$ cat src/rtl/sky_cycle_ctrl.sv
// Day/night sequencer for the star-field renderer.
// Advances once per frame_start: fade ramp, hold timers, night flag and twinkle mask.
module sky_cycle_ctrl #(
    parameter int unsigned DAY_LEVEL  = 136,
    parameter int unsigned FADE_STEP  = 4,
    parameter int unsigned HOLD_DAY   = 600,
    parameter int unsigned HOLD_NIGHT = 900,
    parameter int unsigned TWK_LOG2   = 4,
    parameter int unsigned NSTARS     = 12
) (
    input  logic              clk_pix,
    input  logic              rst_pix,
    input  logic              frame_start,
    input  logic              pause,
    input  logic              force_night,
    output logic [7:0]        fade_level,
    output logic [15:0]       frame_count,
    output logic              is_night,
    output logic [1:0]        phase,
    output logic [NSTARS-1:0] star_en
);

    typedef enum logic [1:0] {
        StDay   = 2'd0,
        StDusk  = 2'd1,
        StNight = 2'd2,
        StDawn  = 2'd3
    } phase_e;

    localparam logic [15:0] HoldDayLast   = 16'(HOLD_DAY - 1);
    localparam logic [15:0] HoldNightLast = 16'(HOLD_NIGHT - 1);
    localparam logic [7:0]  DayLevel      = 8'(DAY_LEVEL);
    localparam logic [8:0]  FadeStep      = 9'(FADE_STEP);
    localparam logic [15:0] LfsrSeed      = 16'hACE1;
    localparam logic [15:0] LfsrTaps      = 16'hB400;

    phase_e             phase_q, phase_d;
    logic [7:0]         fade_q, fade_d;
    logic [15:0]        frame_cnt_q, frame_cnt_d;
    logic [15:0]        hold_q, hold_d;
    logic [15:0]        lfsr_q, lfsr_d;
    logic               is_night_q, is_night_d;
    logic [NSTARS-1:0]  star_en_q, star_en_d;
    logic [8:0]         fade_sum;
    logic [NSTARS-1:0]  star_pick;

    // Next-state: frame counter always advances; the rest only when not paused.
    always_comb begin
        phase_d     = phase_q;
        fade_d      = fade_q;
        frame_cnt_d = frame_cnt_q;
        hold_d      = hold_q;
        lfsr_d      = lfsr_q;
        is_night_d  = is_night_q;
        star_en_d   = star_en_q;
        fade_sum    = {1'b0, fade_q} + FadeStep;
        star_pick   = '0;

        if (frame_start) begin
            frame_cnt_d = frame_cnt_q + 16'd1;
            if (!pause) begin
                // Twinkle refresh uses the pre-increment frame count.
                if (frame_cnt_q[TWK_LOG2-1:0] == '1) begin
                    lfsr_d = (lfsr_q >> 1) ^ (lfsr_q[0] ? LfsrTaps : 16'h0000);
                end

                if (force_night) begin
                    phase_d = StNight;
                    fade_d  = 8'd255;
                    hold_d  = 16'd0;
                end else begin
                    unique case (phase_q)
                        StDay: begin
                            fade_d = DayLevel;
                            if (hold_q == HoldDayLast) begin
                                hold_d  = 16'd0;
                                phase_d = StDusk;
                            end else begin
                                hold_d = hold_q + 16'd1;
                            end
                        end
                        StDusk: begin
                            if (fade_sum >= 9'd255) begin
                                fade_d  = 8'd255;
                                phase_d = StNight;
                                hold_d  = 16'd0;
                            end else begin
                                fade_d = fade_sum[7:0];
                            end
                        end
                        StNight: begin
                            fade_d = 8'd255;
                            if (hold_q == HoldNightLast) begin
                                hold_d  = 16'd0;
                                fade_d  = 8'd0;
                                phase_d = StDawn;
                            end else begin
                                hold_d = hold_q + 16'd1;
                            end
                        end
                        StDawn: begin
                            if (fade_sum >= {1'b0, DayLevel}) begin
                                fade_d  = DayLevel;
                                phase_d = StDay;
                                hold_d  = 16'd0;
                            end else begin
                                fade_d = fade_sum[7:0];
                            end
                        end
                    endcase
                end

                // Night flag and mask follow the new fade so they never lag it.
                is_night_d = (fade_d < 8'd64) || (fade_d > 8'd208);
                star_pick  = lfsr_d[NSTARS-1:0];
                if (!is_night_d) begin
                    star_en_d = '0;
                end else if (star_pick == '0) begin
                    star_en_d = NSTARS'(1);
                end else begin
                    star_en_d = star_pick;
                end
            end
        end
    end

    // State registers with synchronous reset.
    always_ff @(posedge clk_pix) begin
        if (rst_pix) begin
            phase_q     <= StDay;
            fade_q      <= DayLevel;
            frame_cnt_q <= 16'd0;
            hold_q      <= 16'd0;
            lfsr_q      <= LfsrSeed;
            is_night_q  <= 1'b0;
            star_en_q   <= '0;
        end else begin
            phase_q     <= phase_d;
            fade_q      <= fade_d;
            frame_cnt_q <= frame_cnt_d;
            hold_q      <= hold_d;
            lfsr_q      <= lfsr_d;
            is_night_q  <= is_night_d;
            star_en_q   <= star_en_d;
        end
    end

    assign fade_level  = fade_q;
    assign frame_count = frame_cnt_q;
    assign is_night    = is_night_q;
    assign phase       = phase_q;
    assign star_en     = star_en_q;

endmodule
$ cat config.mk
export PLATFORM = sky130hd
export DESIGN_NAME = sky_cycle_ctrl
export DESIGN_NICKNAME = d
export VERILOG_FILES = /design/src/rtl/sky_cycle_ctrl.sv
export SDC_FILE = /design/constraint.sdc
export NUM_CORES = 1
export LEC_CHECK = 0
export BUFFER_PORTS_ARGS = -buffer_cell sky130_fd_sc_hd__buf_2
export CELL_PAD_IN_SITES_DETAIL_PLACEMENT = 0
export CELL_PAD_IN_SITES_GLOBAL_PLACEMENT = 1
export CORE_ASPECT_RATIO = 1.4
export CORE_MARGIN = 2
export CORE_UTILIZATION = 41
export CTS_BUF_LIST = sky130_fd_sc_hd__clkbuf_2
export CTS_CLUSTER_DIAMETER = 120
export DETAILED_ROUTE_END_ITERATION = 16
export HOLD_SLACK_MARGIN = 0.06
export PLACE_DENSITY = 0.77
export SETUP_SLACK_MARGIN = 0.05
export SLEW_MARGIN = 20
export SYNTH_ARGS = -nofsm -noshare
export SYNTH_HDL_FRONTEND = slang
export SYNTH_SLANG_ARGS = --single-unit
$ cat constraint.sdc
create_clock -name clk_pix -period 2.2 [get_ports clk_pix]
set_input_delay 0.11 -clock clk_pix [delete_from_list [all_inputs] [get_ports clk_pix]]
set_output_delay 0.11 -clock clk_pix [all_outputs]
set_load 0.1 [all_outputs]
==> flow_results.xml <==
<?xml version="1.0" encoding="UTF-8"?>
<metrics>
  <group name="layout">
    <metric name="layoutNonFillerInstCount" unit="">678</metric>
    <metric name="layout.filler_cells" unit="">812</metric>
    <metric name="post_route_cell_area" unit="um^2">5026</metric>
    <metric name="fin_nets" unit="">581</metric>
    <metric name="mostFrequentLayoutCell" unit="">sky130_fd_sc_hd__nand2_1</metric>
    <metric name="final_layout_size_suffix_gt1_share" unit="%">33.63</metric>
    <metric name="insertedDiodeCount" unit="">0</metric>
    <metric name="most-common-layout-cells" unit="">sky130_fd_sc_hd__nand2_1, sky130_fd_sc_hd__buf_4, sky130_fd_sc_hd__dfxtp_1</metric>
    <metric name="area_growth_syn_to_layout" unit="%">33.06</metric>
  </group>
  <group name="global_routing">
    <metric name="grt_first_pass_wirelength" unit="um">17300</metric>
    <metric name="grt_start_max_net_pins" unit="">30</metric>
    <metric name="grt_util_all_layers" unit="%">21.37</metric>
    <metric name="grt.overflow.total" unit="">0</metric>
    <metric name="initial_antenna_violation_count" unit="">0</metric>
    <metric name="first_global_vias" unit="">3641</metric>
  </group>
  <group name="sta">
    <metric name="maxClockFrequency" unit="GHz">0.4091</metric>
    <metric name="unrepaired_setup_endpoints_after_global_routing" unit="">true</metric>
    <metric name="fin_skew" unit="ps">25.25</metric>
    <metric name="setup_slack" unit="ps">-244.7</metric>
    <metric name="max_slew.worst_pin.slew" unit="ps">764.2</metric>
    <metric name="period_utilisation_layout" unit="%">111.1</metric>
    <metric name="setup_viol_count_final" unit="">32</metric>
    <metric name="final_period_minus_worst_setup_slack" unit="ps">2445</metric>
    <metric name="tns" unit="ps">-6019</metric>
    <metric name="final_max_slew_viol_count" unit="">0</metric>
    <metric name="relSlewSlack" unit="%">48.86</metric>
    <metric name="hold_viol" unit="">0</metric>
  </group>
  <group name="power">
    <metric name="switchingPower" unit="uW">877.7</metric>
    <metric name="power.share.switching" unit="%">33.26</metric>
    <metric name="power_density" unit="nW/um^2">525.0</metric>
    <metric name="design_power_total" unit="uW">2639</metric>
    <metric name="clkPwrFrac" unit="%">27.9</metric>
    <metric name="power.sequential.fraction" unit="%">50.8</metric>
    <metric name="comb_power_share" unit="%">21.4</metric>
    <metric name="power_report.internal_total" unit="uW">1761</metric>
    <metric name="static-leakage-power" unit="uW">0.002020</metric>
    <metric name="ir_drop" unit="mV">0.3680</metric>
  </group>
  <group name="flow_run">
    <metric name="cap_violations" unit="">0</metric>
  </group>
  <group name="critical_path">
    <metric name="critical_path.slowest_cell" unit="">sky130_fd_sc_hd__or4_1</metric>
    <metric name="worstPathArrival" unit="ps">2920</metric>
    <metric name="cp-end-kind" unit="">flop</metric>
    <metric name="worst_ep_required_time" unit="ps">2670</metric>
    <metric name="critical_path.top_delay_family" unit="">compound AO/OA/AOI/OAI gates</metric>
    <metric name="rrSetupSlack" unit="ps">-240</metric>
    <metric name="crit_buf_inv" unit="">0</metric>
    <metric name="setup.worst_path.start_class" unit="">flop</metric>
    <metric name="crit_cells" unit="">8</metric>
    <metric name="r2r_cells" unit="">8</metric>
    <metric name="longest_individual_stage_delay_on_the_worst_path" unit="ps">470</metric>
    <metric name="criticalPathCategory" unit="">reg2reg</metric>
    <metric name="worstPathCellList" unit="">ha_4 &gt; xor2_4 &gt; o2111ai_4 &gt; a211oi_4 &gt; a2bb2oi_4 &gt; o31ai_4 &gt; or4_1 &gt; a21oi_2</metric>
    <metric name="worst-path-max-fanout" unit="">7</metric>
  </group>
  <group name="place">
    <metric name="place_hpwl" unit="um">7251</metric>
    <metric name="port-buffer-count" unit="">43</metric>
    <metric name="place.detailed.instances" unit="">653</metric>
    <metric name="dp_worst_setup_slack" unit="ps">-327.8</metric>
    <metric name="gp_congestion" unit="">0.8715</metric>
    <metric name="detailed_place.area" unit="um^2">4634</metric>
  </group>
  <group name="outcome">
    <metric name="violations" unit="">setup timing</metric>
    <metric name="outcome" unit="">complete, but fails checks</metric>
  </group>
  <group name="cts">
    <metric name="cts-root-to-sink-buffers" unit="">2</metric>
    <metric name="cts_made_buffers" unit="">9</metric>
    <metric name="clock_tree.htree_level_count" unit="">3</metric>
    <metric name="tritoncts_num_sinks" unit="">71</metric>
    <metric name="cts_clock_pin_slew_for_the_worst_setup_and_hold_paths" unit="ps">220</metric>
    <metric name="clock_insertion_delay_worst_skew" unit="ps">530</metric>
    <metric name="cts.root.buffer_cell" unit="">sky130_fd_sc_hd__clkbuf_2</metric>
    <metric name="tritoncts_clock_tree" unit="">yes</metric>
  </group>
  <group name="yosys">
    <metric name="avgSynthCellArea" unit="um^2">8.158</metric>
    <metric name="netlist_instances" unit="">463</metric>
    <metric name="synth_top_area_share" unit="%">37.63</metric>
    <metric name="synth.top_cells.by_area" unit="">sky130_fd_sc_hd__dfxtp_1, sky130_fd_sc_hd__nand2_1, sky130_fd_sc_hd__nor2_1</metric>
    <metric name="async_reset_ff_share" unit="%">0</metric>
    <metric name="ys_ff_latch" unit="">71</metric>
    <metric name="yosys_warnings" unit="">0</metric>
    <metric name="synthesis.nets" unit="">478</metric>
    <metric name="ys_types" unit="">67</metric>
    <metric name="netlist.top_cell.by_area" unit="">sky130_fd_sc_hd__dfxtp_1</metric>
    <metric name="synth_edf_count" unit="">0</metric>
    <metric name="synth.cell_area" unit="um^2">3777</metric>
    <metric name="synth_seq_area_share" unit="%">37.63</metric>
    <metric name="synthFlopType" unit="">sky130_fd_sc_hd__dfxtp_1</metric>
  </group>
  <group name="route">
    <metric name="detail_route.iter0.violations" unit="">210</metric>
    <metric name="dr_total_vias" unit="">3806</metric>
    <metric name="route.detailed.drc" unit="">0</metric>
    <metric name="post_drt_wl_per_cell" unit="um">15.23</metric>
    <metric name="drt-vias-per-instance" unit="">5.614</metric>
    <metric name="ant_nets" unit="">0</metric>
    <metric name="drtPass1Iterations" unit="">4</metric>
    <metric name="routed_wl" unit="um">10330</metric>
  </group>
  <group name="hold_path">
    <metric name="hold-path-cell-count" unit="">3</metric>
    <metric name="hold_path_class" unit="">in2reg</metric>
  </group>
  <group name="die">
    <metric name="fp.dieArea" unit="um^2">10010</metric>
    <metric name="placeableCoreArea" unit="um^2">8977</metric>
    <metric name="floorplan.io_pins" unit="">44</metric>
    <metric name="row_count" unit="">41</metric>
    <metric name="initial_utilization" unit="%">42.08</metric>
    <metric name="die_height" unit="um">117.6</metric>
    <metric name="die-width" unit="um">85.12</metric>
  </group>
</metrics>
## what timing repair did
item / in CTS / in global routing
setup buffers: 4 / 0
hold endpoints to repair: 24 / 0
setup endpoints to repair: 34 / 37
gates resized for setup: 13 / 19
hold buffers: 4 / 0
pin swaps: 9 / 11
cloned: 1 / 0
## registers in the layout (all words and copies together) (netlist names)
signal,flops
frame_count,16
hold_q,16
lfsr_q,16
star_en,12
fade_level,8
phase,2
is_night,1
## power groups by stage
stage / Clock (uW) / Combinational, uW / Sequential (uW)
floorplan: 0 / 206 / 1520
global placement: 0 / 493 / 1360
detailed placement: 0 / 496 / 1360
CTS: 776 / 539 / 1340
global route: 823 / 598 / 1350
finish: 736 / 564 / 1340
## synth_stat cells, drive strengths merged (7+ instances only)
master  instances
nand2          86
dfxtp          71
nor2           43
a21oi          27
nand3          20
o21ai          19
clkbuf         17
xor2           14
inv            13
a32o           12
or3            11
ha             10
buf             9
nand4           9
o31ai           8
xnor2           8
o211ai          7
or4             7
## worst register-to-register path, delay by kind of cell (launching register included)
family | cells | cell delay, ps
compound gates | 5 | 1070
xor+xnor | 1 | 220
fa+ha+maj | 1 | 200
flops | 1 | 440
simple gates | 1 | 470
## metal layers
metal | routed length (um) | vias up | share of wire (%) | GRT usage (%)
li1 | - | 1885 | - | -
met4 | 353 | 0 | 3.4 | 9.325
met2 | 5282 | 66 | 51 | 36.47
met5 | 0 | - | 0 | 0
met1 | 4339 | 1826 | 42 | 25.26
met3 | 351 | 29 | 3.4 | 4.769
## metrics by stage
step	hold WS [ps]	util, %
after global placement	426.5	51.62
after global routing	412.3	55.99
after detailed placement	441.0	51.62
final	433.5	55.99
after floorplan	316.3	-
after CTS	332.8	54.82
## layout make-up
type | instances | area [um^2] | area share, %
sequential | 71 | 1463 | 29.10
timing repair buffer | 117 | 813.3 | 16.18
multi-input combinational | 353 | 2454 | 48.82
tap | 107 | 133.9 | 2.664
inverter | 14 | 55.05 | 1.095
clock inverter | 7 | 62.56 | 1.245
clock buffer | 9 | 45.04 | 0.8962
## path summary, 6_finish.rpt
check	startpoint	endpoint
hold reg to reg	lfsr_q[15]	lfsr_q[14]
setup / recovery	fade_level[2]	hold_q[12]
setup reg to reg	fade_level[2]	hold_q[12]
hold / removal	rst_pix	fade_level[2]
## logic make-up after synthesis
logic type | Yosys count | synth area share (%)
DFF | 71 | 37.63
AOI/OAI and AO/OA | 108 | 21.27
xor gates and xnor gates | 22 | 5.101
and+or+nand+nor | 210 | 27.49
buffers and inverters | 40 | 4.670
muxes | 2 | 0.5300
adders and majority gates | 10 | 3.312
Power figures use the tool's default switching activity.
